## config.mk

```make
export PLATFORM = sky130hd
export DESIGN_NAME = config_frame_ctrl
export DESIGN_NICKNAME = d
export VERILOG_FILES = /design/src/rtl/aes_cfg_pkg.sv /design/src/rtl/frame_bit_counter.sv /design/src/rtl/config_frame_ctrl.sv
export SDC_FILE = /design/constraint.sdc
export NUM_CORES = 1
export LEC_CHECK = 0
export ABC_CLOCK_PERIOD_IN_PS = 2200
export BUFFER_PORTS_ARGS = -buffer_cell sky130_fd_sc_hd__buf_4
export CAP_MARGIN = 25
export CORE_MARGIN = 4
export CORE_UTILIZATION = 30
export DETAILED_ROUTE_END_ITERATION = 8
export PLACE_DENSITY = 0.58
export SKIP_CTS_REPAIR_TIMING = 1
export SLEW_MARGIN = 20
export SYNTH_ARGS = -nofsm -noshare
export SYNTH_HDL_FRONTEND = slang
export SYNTH_HIERARCHICAL = 1
export SYNTH_SLANG_ARGS = --single-unit
```

## constraint.sdc

```tcl
create_clock -name clk -period 2.2 [get_ports clk]
set_input_delay 0.44 -clock clk [delete_from_list [all_inputs] [get_ports clk]]
set_output_delay 0.44 -clock clk [all_outputs]
set_load 0.02 [all_outputs]
```

## src/rtl/aes_cfg_pkg.sv

```systemverilog
// Shared constants and FSM state type for the AES config frame loader.
// Parity state is present only when CONFIG_FRAME_PARITY_EN is defined.
package aes_cfg_pkg;

  localparam int FRAME_BITS_DEFAULT = 137;
  localparam int KEY_BITS = 128;
  localparam int ADDR_BITS = 8;
  localparam int MODE_BITS = 1;

  typedef enum logic [1:0] {
    ST_IDLE  = 2'd0,
    ST_SHIFT = 2'd1,
    ST_VALID = 2'd2
`ifdef CONFIG_FRAME_PARITY_EN
    ,
    ST_PARITY = 2'd3
`endif
  } cfg_state_e;

endpackage

```

## src/rtl/frame_bit_counter.sv

```systemverilog
// Payload bit counter: clear, enable, saturating count, last-bit flag.
// Ports: clk, n_rst, clear, enable -> count, at_last.
module frame_bit_counter #(
  parameter int WIDTH = 8,
  parameter int LIMIT = 137
) (
  input  logic             clk,
  input  logic             n_rst,
  input  logic             clear,
  input  logic             enable,
  output logic [WIDTH-1:0] count,
  output logic             at_last
);

  localparam logic [WIDTH-1:0] LAST = WIDTH'(LIMIT - 1);
  localparam logic [WIDTH-1:0] TOP  = WIDTH'(LIMIT);

  always_ff @(posedge clk or negedge n_rst) begin
    if (!n_rst) begin
      count <= '0;
    end else if (clear) begin
      count <= '0;
    end else if (enable && (count != TOP)) begin
      count <= count + WIDTH'(1);
    end
  end

  // Flags the cycle in which the final payload bit is shifted.
  assign at_last = enable && (count == LAST);

endmodule

```

## src/rtl/config_frame_ctrl.sv

```systemverilog
// Serial config frame controller feeding the AES key/addr/mode shifter.
// Ports: clk, n_rst, start, abort, serial_in, cfg_ready -> shift_enable,
// bit_count, cfg_valid, frame_done, cfg_err. Macro: CONFIG_FRAME_PARITY_EN.
module config_frame_ctrl
  import aes_cfg_pkg::*;
#(
  parameter int FRAME_BITS = FRAME_BITS_DEFAULT
) (
  input  logic       clk,
  input  logic       n_rst,
  input  logic       start,
  input  logic       abort,
  input  logic       serial_in,
  output logic       shift_enable,
  output logic [7:0] bit_count,
  output logic       cfg_valid,
  input  logic       cfg_ready,
  output logic       frame_done,
  output logic       cfg_err
);

  cfg_state_e state;
  logic       at_last;
  logic       handshake;
  logic       par_fail;
  logic       cnt_clear;
  logic       cnt_en;

  assign handshake  = (state == ST_VALID) && cfg_ready && !abort;
  assign frame_done = handshake;

`ifdef CONFIG_FRAME_PARITY_EN
  logic par_acc;
  // Even parity: payload XOR plus parity bit must be zero.
  assign par_fail = (state == ST_PARITY) && (par_acc ^ serial_in) && !abort;
  assign cfg_err  = par_fail;
`else
  logic unused_serial;
  assign unused_serial = serial_in;
  assign par_fail      = 1'b0;
  assign cfg_err       = 1'b0;
`endif

  // Counter is held at zero in IDLE so a new frame always starts at 0.
  assign cnt_clear = abort || handshake || par_fail || (state == ST_IDLE);
  assign cnt_en    = (state == ST_SHIFT);

  frame_bit_counter #(
    .WIDTH (8),
    .LIMIT (FRAME_BITS)
  ) u_cnt (
    .clk     (clk),
    .n_rst   (n_rst),
    .clear   (cnt_clear),
    .enable  (cnt_en),
    .count   (bit_count),
    .at_last (at_last)
  );

  always_ff @(posedge clk or negedge n_rst) begin
    if (!n_rst) begin
      state        <= ST_IDLE;
      shift_enable <= 1'b0;
      cfg_valid    <= 1'b0;
`ifdef CONFIG_FRAME_PARITY_EN
      par_acc      <= 1'b0;
`endif
    end else if (abort) begin
      state        <= ST_IDLE;
      shift_enable <= 1'b0;
      cfg_valid    <= 1'b0;
`ifdef CONFIG_FRAME_PARITY_EN
      par_acc      <= 1'b0;
`endif
    end else begin
      unique case (state)
        ST_IDLE: begin
          if (start) begin
            state        <= ST_SHIFT;
            shift_enable <= 1'b1;
`ifdef CONFIG_FRAME_PARITY_EN
            par_acc      <= 1'b0;
`endif
          end
        end
        ST_SHIFT: begin
`ifdef CONFIG_FRAME_PARITY_EN
          par_acc <= par_acc ^ serial_in;
`endif
          if (at_last) begin
            shift_enable <= 1'b0;
`ifdef CONFIG_FRAME_PARITY_EN
            state        <= ST_PARITY;
`else
            state        <= ST_VALID;
            cfg_valid    <= 1'b1;
`endif
          end
        end
`ifdef CONFIG_FRAME_PARITY_EN
        ST_PARITY: begin
          if (par_fail) begin
            state <= ST_IDLE;
          end else begin
            state     <= ST_VALID;
            cfg_valid <= 1'b1;
          end
        end
`endif
        ST_VALID: begin
          if (cfg_ready) begin
            state     <= ST_IDLE;
            cfg_valid <= 1'b0;
          end
        end
        default: begin
          state        <= ST_IDLE;
          shift_enable <= 1'b0;
          cfg_valid    <= 1'b0;
        end
      endcase
    end
  end

endmodule
```

==> results.json <==
{
  "outcome": "complete, but fails checks",
  "violations": "hold timing",
  "fin_nets": 103,
  "rows": 17,
  "syn_to_final_growth_pct": 22.9,
  "ys_seq_area_frac": 0.414,
  "via_per_inst": 4.80,
  "fin_util": 0.396,
  "grt_pass1_vias": 530,
  "finalSetupViolCount": 0,
  "drc": 0,
  "cts_buffer_depth": 2,
  "gp_congestion": 0.708,
  "r2r-start": "state[0]",
  "grt_pass1_wl_um": 2420,
  "worst-r2r-setup-slack_ns": 0.51,
  "clk_pin_slew_worst_paths_ns": 0.08,
  "io_pins": 18,
  "clkSinkCount": 12,
  "grt_max_degree": 13,
  "yosys_warnings": 6,
  "die_w_um": 57.2,
  "cp_data_arrival_time_ns": 1.29,
  "route.met3.wl_um": 38,
  "synth_top_area_share": 0.414,
  "path_class": "reg2out",
  "synth_area_per_cell_um2": 9.68,
  "hpwl_um": 1130,
  "critPathMaxFanout": 6,
  "rr_endpoint": "u_cnt/count[7]",
  "antenna_cells": 0,
  "clock_tree.root_cell": "clkbuf_4",
  "cts_tree": "built",
  "synth-seq-cells": 12,
  "initial_core_util": 0.322,
  "dr_wl_met2_um": 716,
  "multi_input_area_um2": 384,
  "peakVddDrop_mv": 0.226,
  "drv_slew": 0,
  "stdcell_count": 120,
  "core_um2": 2250,
  "rsz0062_at_grt": "no",
  "ys_types": 32,
  "grt_overflow_total": 0,
  "placed_cells": 117,
  "fin_worst_skew_ns": 0.00439,
  "power_uw": 411,
  "powerDensity_nw_per_um2": 461,
  "dieArea_um2": 3270,
  "required_ns": 1.76,
  "tns_ns": 0,
  "synth_fp_nets": 84,
  "ant_nets": 0,
  "drive_gt1_frac": 0.293,
  "grt_antenna_before_repair": 0,
  "synthesis.area_um2": 726,
  "routed_wl_um": 1490,
  "crit_path_end_kind": "output pin",
  "die_height_um": 57.2,
  "maxUsedRoutingLayer": "met4",
  "cts_made_buffers": 3,
  "worstSkewPairLatency_ns": 0.27,
  "syn_inst": 75,
  "ys_top_cells_by_area": "dfrtp_1 41%, ha_1 5.2%, inv_1 4.1%",
  "holdWs_ns": -0.00451,
  "maxCapViolations": 0,
  "timing.final.crit_share": 0.787,
  "fill_cells": 252,
  "vias": 576,
  "power_leakage_uw": 0.000403,
  "avgRoutedWirePerCell_um": 12.4,
  "reg2regPathDepth": 4,
  "synth_top_cell_by_area": "dfrtp_1",
  "layout_commonest_cell": "buf_4",
  "met1_length_um": 711,
  "hold_viol_final": 6,
  "fmaxAchievable_mhz": 577,
  "grt_usage": 0.0943,
  "hp-class": "in2async",
  "first_pass_iters": 4,
  "startpoint_type": "register",
  "drt_iter0_drc": 9,
  "htree_num_levels": 1,
  "io_buffers": 15,
  "layout_common_cells": "16 x buf_4, 12 x dfrtp_1, 8 x inv_1",
  "finalCriticalPeriod_ns": 1.73,
  "regArea_um2": 300
}
[cell type report]
cell class              instances  area share
multi-input cells              53       0.431
well taps                      28      0.0393
clock buffers                   3      0.0252
inverters                       8      0.0337
flip-flops and latches         12       0.337
repair buffers                 16       0.135
[logic make-up after synthesis]
family / Yosys count / synth area share
simple gates: 29 / 0.262
compound gates: 14 / 0.128
flops: 12 / 0.414
buf+inv: 10 / 0.0569
mux: 4 / 0.0586
fa+ha+maj: 3 / 0.0517
xor+xnor: 2 / 0.0241
other cells: 1 / 0.00517
[flip-flops by register name, summed over array words and instances, names as in the netlist]
signal / cells
shift_enable: 1
u_cnt/count: 8
cfg_valid: 1
state: 2
[worst max path at each step]
stage | start | to | cells past startpoint
6_report | state[1] | frame_done | 3
3_5_place_dp | state[0] | u_cnt/count[7] | 4
5_1_grt | state[1] | frame_done | 3
3_3_place_gp | state[0] | u_cnt/count[7] | 4
4_1_cts | state[1] | frame_done | 3
2_1_floorplan | cfg_ready | u_cnt/count[2] | 5
[critical path, stage by stage, from the launching register on]
cell and delay, ns:
dfrtp_1 0.49, inv_1 0.10, nor4b_2 0.26, buf_4 0.18
[metal layers]
layer,vias to the layer above,global-route usage
met5,-,0
li1,298,-
met1,270,0.132
met4,0,0.0596
met3,2,0.00905
met2,6,0.139
[through the flow]
| step | setup slack (ns) | area [um2] |
|---|---|---|
| final | 0.468 | 892 |
| after global routing | 0.388 | 892 |
| after global placement | 0.572 | 870 |
| after floorplan | 0.668 | 726 |
| after detailed placement | 0.532 | 870 |
| after CTS | 0.445 | 892 |
[synthesized netlist by cell type, drive strengths merged]
| cell type | n |
|---|---|
| nand3 | 2 |
| conb | 1 |
| nand2b | 2 |
| nand4 | 3 |
| nand2 | 3 |
| or3 | 2 |
| mux2i | 2 |
| nor4b | 2 |
| o21bai | 1 |
| o21ai | 2 |
| or4 | 1 |
| a21oi | 5 |
| mux2 | 2 |
| a22oi | 1 |
| and2b | 1 |
| nor2 | 8 |
| o32a | 1 |
| nor3 | 1 |
| nor2b | 3 |
| o31ai | 2 |
| xor2 | 2 |
| dfrtp | 12 |
| ha | 3 |
| a31oi | 2 |
| clkbuf | 1 |
| buf | 1 |
| and4 | 1 |
| inv | 8 |
[report_power, final]
part,internal [uW],leakage [uW],switching [uW]
combinational,19.6,0.000225,26.2
clock,63.2,0.0000138,71.3
sequential,225,0.000164,6.06
total,307,0.000403,104
(Power assumes the default switching activity.)
